<file path="config.mk">
export PLATFORM = sky130hd
export DESIGN_NAME = ahb_decmux_param_flat
export DESIGN_NICKNAME = d
export VERILOG_FILES = /design/src/rtl/ahb_decmux_param_if.sv /design/src/rtl/ahb_decmux_param.sv /design/src/flat_wrapper.sv
export SDC_FILE = /design/constraint.sdc
export NUM_CORES = 1
export LEC_CHECK = 0
export ABC_CLOCK_PERIOD_IN_PS = 2700
export CAP_MARGIN = 10
export CORE_AREA = 3 3 92 94
export CTS_CLUSTER_DIAMETER = 200
export CTS_CLUSTER_SIZE = 30
export DETAILED_ROUTE_END_ITERATION = 6
export DIE_AREA = 0 0 95 97
export GPL_TIMING_DRIVEN = 0
export PLACE_DENSITY = 0.6
export SLEW_MARGIN = 20
export SYNTH_ARGS = -nofsm -noshare
export SYNTH_HDL_FRONTEND = slang
export SYNTH_SLANG_ARGS = --single-unit
</file>
<file path="constraint.sdc">
create_clock -name HCLK -period 2.7 [get_ports HCLK]
set_clock_uncertainty 0.1 [all_clocks]
set_input_delay 0.54 -clock HCLK [delete_from_list [all_inputs] [get_ports HCLK]]
set_output_delay 0.54 -clock HCLK [all_outputs]
set_load 0.01 [all_outputs]
</file>
<file path="src/rtl/ahb_decmux_param_if.sv">
// ---------------------------------------------------------------------------
// ahb_decmux_param_if
//
// Purpose:
//   Bundles the single-master AHB-Lite decode/response signals that pass
//   between the bus master side and the decoder/mux block. The interface is
//   parameterised on the number of slave ports so that the per-slave vectors
//   match the decoder instance exactly.
//
// Signal summary:
//   HADDR      [31:0]            master address (address phase)
//   HTRANS     [1:0]             master transfer type
//   HSEL       [NUM_PORTS-1:0]   one-hot-or-zero slave select
//   HREADYOUTS [NUM_PORTS-1:0]   per-slave HREADYOUT
//   HRESPS     [NUM_PORTS-1:0]   per-slave HRESP
//   HRDATAS    [32*NUM_PORTS-1:0] per-slave HRDATA, port i at [32*i+31:32*i]
//   HREADY                       muxed ready to master and all slaves
//   HRESP                        muxed response to master
//   HRDATA     [31:0]            muxed read data to master
//   ERRADDR    [31:0]            captured decode-error address
//   ERRVALID                     sticky decode-error flag
//   ERRCLR                       clears ERRVALID
//
// Modports:
//   slave  - the decoder/mux block (it is the master's single AHB target)
//   master - the bus master plus the slave models that feed the responses
// ---------------------------------------------------------------------------
interface ahb_decmux_param_if #(
  parameter int NUM_PORTS = 4
);

  logic [31:0]            HADDR;
  logic [1:0]             HTRANS;
  logic [NUM_PORTS-1:0]   HSEL;
  logic [NUM_PORTS-1:0]   HREADYOUTS;
  logic [NUM_PORTS-1:0]   HRESPS;
  logic [32*NUM_PORTS-1:0] HRDATAS;
  logic                   HREADY;
  logic                   HRESP;
  logic [31:0]            HRDATA;
  logic [31:0]            ERRADDR;
  logic                   ERRVALID;
  logic                   ERRCLR;

  // Decoder/mux view: consumes the address phase and the slave responses,
  // produces the selects and the muxed response.
  modport slave (
    input  HADDR,
    input  HTRANS,
    input  HREADYOUTS,
    input  HRESPS,
    input  HRDATAS,
    input  ERRCLR,
    output HSEL,
    output HREADY,
    output HRESP,
    output HRDATA,
    output ERRADDR,
    output ERRVALID
  );

  // Master-side view: drives the address phase and the slave responses,
  // observes everything the decoder produces.
  modport master (
    output HADDR,
    output HTRANS,
    output HREADYOUTS,
    output HRESPS,
    output HRDATAS,
    output ERRCLR,
    input  HSEL,
    input  HREADY,
    input  HRESP,
    input  HRDATA,
    input  ERRADDR,
    input  ERRVALID
  );

endinterface

</file>
<file path="src/rtl/ahb_decmux_param.sv">
// ---------------------------------------------------------------------------
// ahb_decmux_param
//
// Purpose:
//   Parametrised AHB-Lite address decoder and slave response multiplexer for
//   a single-master subsystem. HADDR is decoded against a base/mask map for
//   NUM_PORTS slaves; the responses are multiplexed back to the master using
//   a data-phase select register. An integrated default slave answers
//   unmapped NONSEQ/SEQ transfers with the two-cycle ERROR response and
//   unmapped IDLE/BUSY transfers with a zero-wait OKAY.
//
// Parameters:
//   NUM_PORTS  number of slave ports, 1..16
//   BASE_ADDR  packed 32-bit base per port, port i at [32*i+31:32*i]
//   ADDR_MASK  packed 32-bit mask per port; port i hits when
//              (HADDR & mask_i) == (base_i & mask_i)
//
// Ports:
//   HCLK     in   AHB clock
//   HRESETn  in   asynchronous active-low reset
//   bus      slave modport of ahb_decmux_param_if (address phase in,
//            HSEL out, per-slave responses in, muxed response out, error
//            capture signals)
//
// Build option:
//   AHB_DECMUX_ERRCAP_EN  when defined, the address of the most recent
//   decode error is captured in ERRADDR and ERRVALID is raised until ERRCLR.
//   When undefined, ERRADDR and ERRVALID are tied to zero and ERRCLR is
//   ignored.
// ---------------------------------------------------------------------------
module ahb_decmux_param #(
  parameter int                      NUM_PORTS = 4,
  parameter logic [32*NUM_PORTS-1:0] BASE_ADDR = {NUM_PORTS{32'h0}},
  parameter logic [32*NUM_PORTS-1:0] ADDR_MASK = {NUM_PORTS{32'hFFFF_F000}}
) (
  input logic          HCLK,
  input logic          HRESETn,
  ahb_decmux_param_if.slave bus
);

  // One extra code above the last port index identifies the default slave.
  localparam int              SELW = $clog2(NUM_PORTS + 1);
  localparam logic [SELW-1:0] DEF  = SELW'(NUM_PORTS);

  typedef enum logic [1:0] {
    IDLE = 2'd0,
    ERR1 = 2'd1,
    ERR2 = 2'd2
  } def_state_t;

  logic [NUM_PORTS-1:0] hsel_c;
  logic                 hit;
  logic [SELW-1:0]      hit_idx;
  logic [SELW-1:0]      dsel;
  logic                 hready_c;
  logic                 hresp_c;
  logic [31:0]          hrdata_c;
  logic                 trans_active;
  logic                 err_start;
  def_state_t           def_state;
  logic                 def_ready;
  logic                 def_resp;

  // Address decode. Ports are scanned from index 0 upwards and the first
  // hit latches, so overlapping regions resolve to the lowest index and HSEL
  // can never be multi-hot. HTRANS plays no part here: the select follows
  // HADDR alone, and a miss leaves hit_idx pointing at the default slave.
  always_comb begin
    hit     = 1'b0;
    hit_idx = DEF;
    hsel_c  = '0;
    for (int i = 0; i < NUM_PORTS; i++) begin
      if (!hit &&
          ((bus.HADDR & ADDR_MASK[32*i +: 32]) ==
           (BASE_ADDR[32*i +: 32] & ADDR_MASK[32*i +: 32]))) begin
        hit       = 1'b1;
        hit_idx   = SELW'(i);
        hsel_c[i] = 1'b1;
      end
    end
  end

  assign bus.HSEL = hsel_c;

  // Response multiplexer. The registered data-phase select picks one slave's
  // ready/response/data; when it points at the default slave the FSM's
  // registered ready/response are used and the read data is forced to zero.
  // Purely combinational from the slave inputs, so no wait state is added.
  always_comb begin
    hready_c = def_ready;
    hresp_c  = def_resp;
    hrdata_c = '0;
    for (int i = 0; i < NUM_PORTS; i++) begin
      if (dsel == SELW'(i)) begin
        hready_c = bus.HREADYOUTS[i];
        hresp_c  = bus.HRESPS[i];
        hrdata_c = bus.HRDATAS[32*i +: 32];
      end
    end
  end

  assign bus.HREADY = hready_c;
  assign bus.HRESP  = hresp_c;
  assign bus.HRDATA = hrdata_c;

  // A transfer needs a real response only for NONSEQ (2'b10) and SEQ
  // (2'b11). An unmapped one accepted this cycle starts the error sequence.
  assign trans_active = (bus.HTRANS == 2'b10) || (bus.HTRANS == 2'b11);
  assign err_start    = hready_c && !hit && trans_active;

  // Data-phase select register. It only advances when the current data
  // phase completes (HREADY high); during slave wait states it holds so the
  // master keeps seeing the stalled slave even though HADDR has moved on.
  always_ff @(posedge HCLK or negedge HRESETn) begin
    if (!HRESETn) begin
      dsel <= DEF;
    end else if (hready_c) begin
      dsel <= hit_idx;
    end
  end

  // Default-slave FSM with registered ready/response.
  //   IDLE: ready, OKAY. Unmapped IDLE/BUSY transfers finish here at once.
  //   ERR1: first ERROR cycle, ready low so the master can cancel.
  //   ERR2: second ERROR cycle, ready high. The next transfer is accepted
  //         here; if it is another unmapped NONSEQ/SEQ the sequence
  //         restarts, otherwise the FSM falls back to IDLE.
  // The outputs are loaded together with the state they belong to.
  always_ff @(posedge HCLK or negedge HRESETn) begin
    if (!HRESETn) begin
      def_state <= IDLE;
      def_ready <= 1'b1;
      def_resp  <= 1'b0;
    end else begin
      case (def_state)
        IDLE: begin
          if (err_start) begin
            def_state <= ERR1;
            def_ready <= 1'b0;
            def_resp  <= 1'b1;
          end
        end
        ERR1: begin
          def_state <= ERR2;
          def_ready <= 1'b1;
          def_resp  <= 1'b1;
        end
        ERR2: begin
          if (err_start) begin
            def_state <= ERR1;
            def_ready <= 1'b0;
            def_resp  <= 1'b1;
          end else begin
            def_state <= IDLE;
            def_ready <= 1'b1;
            def_resp  <= 1'b0;
          end
        end
        default: begin
          def_state <= IDLE;
          def_ready <= 1'b1;
          def_resp  <= 1'b0;
        end
      endcase
    end
  end

`ifdef AHB_DECMUX_ERRCAP_EN
  logic [31:0] err_addr_q;
  logic        err_valid_q;

  // Error capture. The address is taken from the address phase on the same
  // edge that moves the FSM into ERR1, so it names the offending transfer.
  // A capture on the same edge as a clear request keeps the flag set.
  always_ff @(posedge HCLK or negedge HRESETn) begin
    if (!HRESETn) begin
      err_addr_q  <= '0;
      err_valid_q <= 1'b0;
    end else if (err_start) begin
      err_addr_q  <= bus.HADDR;
      err_valid_q <= 1'b1;
    end else if (bus.ERRCLR) begin
      err_valid_q <= 1'b0;
    end
  end

  assign bus.ERRADDR  = err_addr_q;
  assign bus.ERRVALID = err_valid_q;
`else
  assign bus.ERRADDR  = '0;
  assign bus.ERRVALID = 1'b0;
`endif

endmodule

</file>
<file path="src/flat_wrapper.sv">
// flat-port wrapper written by rule: the top's interface ports become plain ports
module ahb_decmux_param_flat 
#(
  parameter int                      NUM_PORTS = 4,
  parameter logic [32*NUM_PORTS-1:0] BASE_ADDR = {NUM_PORTS{32'h0}},
  parameter logic [32*NUM_PORTS-1:0] ADDR_MASK = {NUM_PORTS{32'hFFFF_F000}}
)
  (HCLK, HRESETn, bus_HADDR, bus_HTRANS, bus_HREADYOUTS, bus_HRESPS, bus_HRDATAS, bus_ERRCLR, bus_HSEL, bus_HREADY, bus_HRESP, bus_HRDATA, bus_ERRADDR, bus_ERRVALID);
  ahb_decmux_param_if #(.NUM_PORTS(NUM_PORTS)) bus_i ();
  input logic HCLK;
  input logic HRESETn;
  input wire logic [$bits(bus_i.HADDR)-1:0] bus_HADDR;
  input wire logic [$bits(bus_i.HTRANS)-1:0] bus_HTRANS;
  input wire logic [$bits(bus_i.HREADYOUTS)-1:0] bus_HREADYOUTS;
  input wire logic [$bits(bus_i.HRESPS)-1:0] bus_HRESPS;
  input wire logic [$bits(bus_i.HRDATAS)-1:0] bus_HRDATAS;
  input wire logic [$bits(bus_i.ERRCLR)-1:0] bus_ERRCLR;
  output wire logic [$bits(bus_i.HSEL)-1:0] bus_HSEL;
  output wire logic [$bits(bus_i.HREADY)-1:0] bus_HREADY;
  output wire logic [$bits(bus_i.HRESP)-1:0] bus_HRESP;
  output wire logic [$bits(bus_i.HRDATA)-1:0] bus_HRDATA;
  output wire logic [$bits(bus_i.ERRADDR)-1:0] bus_ERRADDR;
  output wire logic [$bits(bus_i.ERRVALID)-1:0] bus_ERRVALID;
  assign bus_i.HADDR = bus_HADDR;
  assign bus_i.HTRANS = bus_HTRANS;
  assign bus_i.HREADYOUTS = bus_HREADYOUTS;
  assign bus_i.HRESPS = bus_HRESPS;
  assign bus_i.HRDATAS = bus_HRDATAS;
  assign bus_i.ERRCLR = bus_ERRCLR;
  assign bus_HSEL = bus_i.HSEL;
  assign bus_HREADY = bus_i.HREADY;
  assign bus_HRESP = bus_i.HRESP;
  assign bus_HRDATA = bus_i.HRDATA;
  assign bus_ERRADDR = bus_i.ERRADDR;
  assign bus_ERRVALID = bus_i.ERRVALID;
  ahb_decmux_param #(.NUM_PORTS(NUM_PORTS), .BASE_ADDR(BASE_ADDR), .ADDR_MASK(ADDR_MASK)) u_core (.HCLK(HCLK), .HRESETn(HRESETn), .bus(bus_i));
endmodule
</file>
# Word level (Yosys, flattened, before mapping)
# Cells that the tools add are included.
# op_classes
n_eq_ne,8
n_mux,32
reduce_logical,13
# op_table
op,count
$mux 32,4
$logic_not 32->1,1
$mux 1,20
$mux 3,4
$eq 2x2->1 const B,3
$eq 3x2->1 const B,2
$pmux 2 s3,1
$logic_and 1x1->1,5
$logic_not 1->1,4
$eq 3x1->1 const B,1
$logic_not 3->1,1
$pmux 1 s3,1
$eq 2x1->1 const B,1
$logic_not 2->1,1
$mux 2,1
$ne 2x1->1 const B,1
$pmux 1 s2,1
$logic_or 1x1->1,1
# totals
register_bits,7
inputBits,173
out_inout_bits,71

# Depth between registers and ports, before layout
# Gate-level depths: netlist of the first run.
# logic_depth
depth_word,16
depth_mapped,4
mapped_depth_nobuf,4

# Worst setup path after synthesis of the first run
# OpenSTA, ideal clock, no wires.
# synth_path
path_type,input-to-output
startpoint,input port bus_HADDR[26]
endpoint,output port bus_HSEL[0]
arrival_ps,1197
t_required_ps,2060
slack_ps,863
stages,4
path_buffers,1
cell_sequence,nor4_2 > nand3_1 > nor2_1 > buf_4
# synth_via
elab_chain_cells,2
# synth_lines
element,line,rtl
"start, declared",flat_wrapper.sv:12,input wire logic [$bits(bus_i.HADDR)-1:0] bus_HADDR;
$logic_not 32->1,ahb_decmux_param.sv:74,((bus.HADDR & ADDR_MASK[32*i +: 32]) ==
$mux 1,ahb_decmux_param.sv:73,if (!hit &&
"end, declared",flat_wrapper.sv:18,output wire logic [$bits(bus_i.HSEL)-1:0] bus_HSEL;
# No other way between the ends.

# Worst setup path after layout of the first run
# layout_path
startpoint,input port bus_HADDR[14]
endpoint,output port bus_HSEL[0]
# The elaborated chain is that of the path after synthesis.

==> impl_metrics.toml, run 1 <==
[synthesis]
avgSynthCellArea_um2 = 7.81
yosys_warnings = 0
synth_area_leaders = "buf_4, nor2b_1, dfrtp_1"
ys_ff_latch = 5
ys_types = 17
seq_area_frac_synth_pct = 16.7
synth_top_area_share_pct = 36.3
synth_top_area_cell = "buf_4"
syn-cell-area_um2 = 766
syn_inst = 98

[flow_run]
drv_cap = 0

[power_and_ir_drop]
p_sw_uw = 79.4
comb_power_share_pct = 41.8
power.leakage_nw = 0.853
power_frac_clock_pct = 37.7
p_seq_share_pct = 20.6
irDropWorstVdd_mv = 0.282
power-per-cell-area_mw_per_mm2 = 184
p_int_uw = 288
p_sw_share_pct = 21.6

[route]
firstDrtPassIters = 2
ant_nets = 0
vias = 953
routedWlPerCell_um = 10.4
drc = 0
drt_iter0_markers = 10
routed_wl_mm = 3.45
viasPerCell = 2.87

[global_routing]
grtUsageTotal_pct = 7.12
grt_first_pass_wirelength_mm = 5.02
grt_pass1_vias = 936
grt_max_degree = 11
antenna_found_initial = 0
grt_overflow = 0

[clocking]
cts_buffers = 3
cts.sinks = 5
clk_pin_slew_ps = 30
clockBufferDepth = 2
insertion_delay_ps = 220
cts_tree = "built"
cts-hold-fix-buffers = 0
htree_levels = 1
cts_root_buf = "clkbuf_8"

[worst_hold_path]
min_path_type = "register to register"
holdCritStartpoint = "u_core.def_state[1]$_DFFE_PN0P_"

[setup_path]
path_max_fanout = 2
path_cells = "clkdlybuf4s50_1 > nor4_2 > nand3_1 > nor2_2 > buf_4 > dlygate4sd2_1"
slowest_delay_ps = 420
critical_path.endpoint_type = "output port"
critPathBufInv = 3
cp_top_family = "buffers and inverters"
worstSetupStartpointType = "primary input"
worstPathRequired_ps = 2060
startpoint = "bus_HADDR[14]"
r2r-start = "u_core.dsel[2]$_DFFE_PN1P_"
critPathArrivalTime_ps = 1930
crit_type = "primary input to output port"
cp_slowest_cell = "clkdlybuf4s50_1"

[floorplan]
row_count = 32
ios = 244
die_x_um = 95
core_area_mm2 = 0.00773
fp.dieArea_mm2 = 0.00922
die_y_um = 97
start_util_pct = 9.91

[sta]
min_period_over_period_pct = 95.1
setup_viol = 0
slew_violations = 0
rsz0062_at_grt = "no"
setup_ws_ps = 133
fmax_ghz = 0.390
hold_viol = 0
fin_crit_ps = 2570
holdWs_ps = 337

[final_layout]
syn_to_final_growth_pct = 161
final_common_cell = "clkdlybuf4s50_1"
final_cell_mix = "clkdlybuf4s50_1, buf_4, conb_1"
diodes = 0
drive_above_1_share_pct = 22.2
layout.nets = 404
fill_cells = 843
final_cell_area_mm2 = 0.00200

[placed_design]
dpl-instance-area_mm2 = 0.00194
io_buffers = 91
dp_slack_ps = -218
gp_congestion = 0.702
dpl.hpwl_mm = 3.13

[outcome]
outcome = "complete, no violations"
## registers in the layout, summed over array words and instances, names as in the netlist
register	count
u_core.def_state	2
u_core.def_resp	1
u_core.def_ready	1
u_core.dsel	1
## layout make-up
type / count / area [µm²] / share of cell area (%)
plain buffers: 40 / 289 / 14.5
multi-input cells: 85 / 472 / 23.6
clock buffers: 4 / 45.0 / 2.26
well taps: 102 / 128 / 6.39
repair buffers: 93 / 925 / 46.3
inverters: 3 / 11.3 / 0.564
flip-flops and latches: 5 / 128 / 6.39
## path summary, 6_finish.rpt
path / endpoint / slack, ps / cells past startpoint
setup / recovery: bus_HSEL[0] / 130 / 6
hold / removal: u_core.def_state[1]$_DFFE_PN0P_ / 340 / 1
setup reg to reg: u_core.def_resp$_DFFE_PN0P_ / 1240 / 3
hold reg to reg: u_core.def_state[1]$_DFFE_PN0P_ / 340 / 1
max in group asynchronous: u_core.def_ready$_DFFE_PN1P_ / 1810 / 1
min in group asynchronous: u_core.def_resp$_DFFE_PN0P_ / 440 / 1
## power groups by stage
stage          sequential, mW  combinational [mW]  clock, mW
2_1_floorplan          0.0764              0.0691          0
3_3_place_gp           0.0763               0.150          0
3_5_place_dp           0.0763               0.151          0
4_1_cts                0.0755               0.152      0.141
5_1_grt                0.0754               0.166      0.149
6_report               0.0755               0.153      0.138
## cell usage after synthesis, drive strengths merged
| library cell | count |
|---|---|
| mux2 | 2 |
| a22oi | 1 |
| dfstp | 2 |
| o31a | 1 |
| nor2b | 32 |
| nor4 | 5 |
| o2111ai | 1 |
| nor2 | 3 |
| nand3 | 1 |
| o21ai | 2 |
| inv | 3 |
| buf | 37 |
| clkbuf | 3 |
| dfrtp | 3 |
| nand2 | 1 |
| conb | 1 |
## metrics by stage
step,util (%),power (mW),setup TNS [ps],std cells
global route,25.8,0.390,0,332
CTS,25.8,0.369,0,332
floorplan,-,0.145,0,133
global placement,25.0,0.227,-224,326
detailed placement,25.0,0.228,-218,326
finish,25.8,0.367,0,332
## routing by layer
metal / vias up / share of wire (%) / global-route usage [%]
li1: 500 / - / -
met1: 410 / 34 / 7.49
met2: 39 / 57 / 13.6
met3: 4 / 7.6 / 1.87
met4: 0 / 1.2 / 1.89
met5: - / 0 / 0
## kinds of logic (layout without fill, tap and decap cells)
logic type	count (synthesis)	after routing	share of synthesized area, %
other	1	36	0.490
buffers and inverters	43	140	39.2
AOI/OAI and AO/OA	5	5	5.39
DFF	5	5	16.7
and+or+nand+nor	42	42	35.3
muxes	2	2	2.94
## what timing repair did
| action | in CTS | in global routing |
|---|---|---|
| gates resized for setup | 2 | 0 |
| endpoints found under the setup margin | 1 | 0 |
| setup buffers | 2 | 0 |
No activity file was read; power rests on OpenSTA's default activity.
==> inputs of run 2 (changes only) <==
--- a/config.mk
+++ b/config.mk
@@ -14,6 +14,7 @@
 export DIE_AREA = 0 0 95 97
 export GPL_TIMING_DRIVEN = 0
 export PLACE_DENSITY = 0.6
+export SKIP_LAST_GASP = 1
 export SLEW_MARGIN = 20
 export SYNTH_ARGS = -nofsm -noshare
 export SYNTH_HDL_FRONTEND = slang
==> results of run 2 <==
No change in the layout: final DEF, timing and power equal those of run 1.
==> inputs of run 3 (changes only) <==
--- a/config.mk
+++ b/config.mk
@@ -14,6 +14,7 @@
 export DIE_AREA = 0 0 95 97
 export GPL_TIMING_DRIVEN = 0
 export PLACE_DENSITY = 0.6
+export RECOVER_POWER = 50
 export SKIP_LAST_GASP = 1
 export SLEW_MARGIN = 20
 export SYNTH_ARGS = -nofsm -noshare
==> run 3 against run 2 <==
Effect of this change: worst setup slack improved by 4.3 ps; power fell by 0.13%; global-route usage did not move; critical path depth did not move; cell count did not move; flip-flop and latch count did not move; fmax rose by 0.17%; register-to-register slack got worse by 150 ps; highest routed layer unchanged.
==> impl_metrics.toml, run 3 (synthesis results as in run 1) <==
[clocking]
clk_pin_slew_ps = 30
clockBufferDepth = 2
insertion_delay_ps = 220
cts-hold-fix-buffers = 0
cts.sinks = 5
htree_levels = 1
cts_root_buf = "clkbuf_8"
cts_tree = "built"
cts_buffers = 3

[setup_path]
r2r-start = "u_core.dsel[2]$_DFFE_PN1P_"
path_cells = "clkdlybuf4s50_1 > nor4_2 > nand3_1 > nor2_2 > buf_4 > dlygate4sd2_1"
critPathBufInv = 3
slowest_delay_ps = 420
cp_top_family = "buffers and inverters"
critPathArrivalTime_ps = 1920
cp_slowest_cell = "clkdlybuf4s50_1"
worstPathRequired_ps = 2060
worstSetupStartpointType = "primary input"
path_max_fanout = 2
critical_path.endpoint_type = "output port"
crit_type = "primary input to output port"
startpoint = "bus_HADDR[14]"

[power_and_ir_drop]
power-per-cell-area_mw_per_mm2 = 184
design_power_total_uw = 367
irDropWorstVdd_mv = 0.282
power.leakage_nw = 0.866

[sta]
setup_viol = 0
min_period_over_period_pct = 94.9
fmax_ghz = 0.390
slew_violations = 0
setup_ws_ps = 138
hold_viol = 0
rsz0062_at_grt = "no"
fin_crit_ps = 2560
tns_ps = 0

[route]
drt_iter0_markers = 11
routedWlPerCell_um = 10.4
routed-wl-met2_mm = 1.97
firstDrtPassIters = 2
wl_met3_um = 262
viasPerCell = 2.86
ant_nets = 0
wl_met1_mm = 1.19
routed_wl_mm = 3.46
vias = 950
top_layer_used = "met4"
drc = 0

[placed_design]
io_buffers = 91
dpl-instance-area_mm2 = 0.00194
gp_congestion = 0.702
dp_slack_ps = -218
dpl.hpwl_mm = 3.13

[final_layout]
final_cell_mix = "clkdlybuf4s50_1, buf_4, conb_1"
diodes = 0
largest_reg_flops = 2
final_cell_area_mm2 = 0.00199
utilization_pct = 25.8
drive_above_1_share_pct = 21.3
largest_register = "u_core.def_state"
final_common_cell = "clkdlybuf4s50_1"
seq_area_um2 = 128
multi_input_area_um2 = 465
syn_to_final_growth_pct = 160
layout.nets = 404
fill_cells = 844

[floorplan]
core_area_mm2 = 0.00773
start_util_pct = 9.91
fp.dieArea_mm2 = 0.00922
row_count = 32
die_x_um = 95
ios = 244
die_y_um = 97

[global_routing]
grt_pass1_vias = 936
antenna_found_initial = 0
grt_overflow = 0
grt_max_degree = 11
grt_first_pass_wirelength_mm = 5.02
grtUsageTotal_pct = 7.12

[worst_hold_path]
min_path_type = "register to register"
holdCritStartpoint = "u_core.def_state[1]$_DFFE_PN0P_"

[outcome]
outcome = "complete, no violations"

[flow_run]
drv_cap = 0
[run 3: report_power, final]
part | internal (mW) | switching [mW]
combinational | 0.111 | 0.0424
clock | 0.101 | 0.0370
sequential | 0.0754 | 0
[run 3: final timing paths]
kind	to	slack [ps]	cells after the start
min in group asynchronous	u_core.def_resp$_DFFE_PN0P_	510	1
setup reg to reg	u_core.def_resp$_DFFE_PN0P_	1090	3
setup / recovery	bus_HSEL[0]	140	6
max in group asynchronous	u_core.def_ready$_DFFE_PN1P_	1730	1
hold reg to reg	u_core.def_state[1]$_DFFE_PN0P_	340	1
hold / removal	u_core.def_state[1]$_DFFE_PN0P_	340	1
[run 3: through the flow]
step | hold slack (ps) | cells
4_1_cts | 345 | 332
3_5_place_dp | 342 | 326
6_report | 336 | 332
3_3_place_gp | 337 | 326
5_1_grt | 361 | 332
2_1_floorplan | 144 | 133
[run 3: final cells by class]
class                   instances  share of cell area (%)
repair buffers                 93                    46.4
multi-input cells              85                    23.4
plain buffers                  40                    14.5
flip-flops and latches          5                    6.41
well taps                     102                    6.41
clock buffers                   4                    2.26
inverters                       3                   0.566
[run 3: per-layer routing]
layer  global-route usage (%)  vias to the layer above
met5                        0                        -
met2                     13.6                       39
li1                         -                      499
met4                     1.89                        0
met1                     7.49                      408
met3                     1.87                        4
[run 3: worst register-to-register path, stage by stage (launching register included)]
cell and delay, ps:
dfstp_1 700, mux2_2 390, o2111ai_1 150, o21ai_0 140
[run 3: repair_timing]
action                                  4_1_cts  5_1_grt
resized for setup                             2        0
buffers inserted                              2        0
endpoints found under the setup margin        1        0
hold endpoints to repair                      0        0
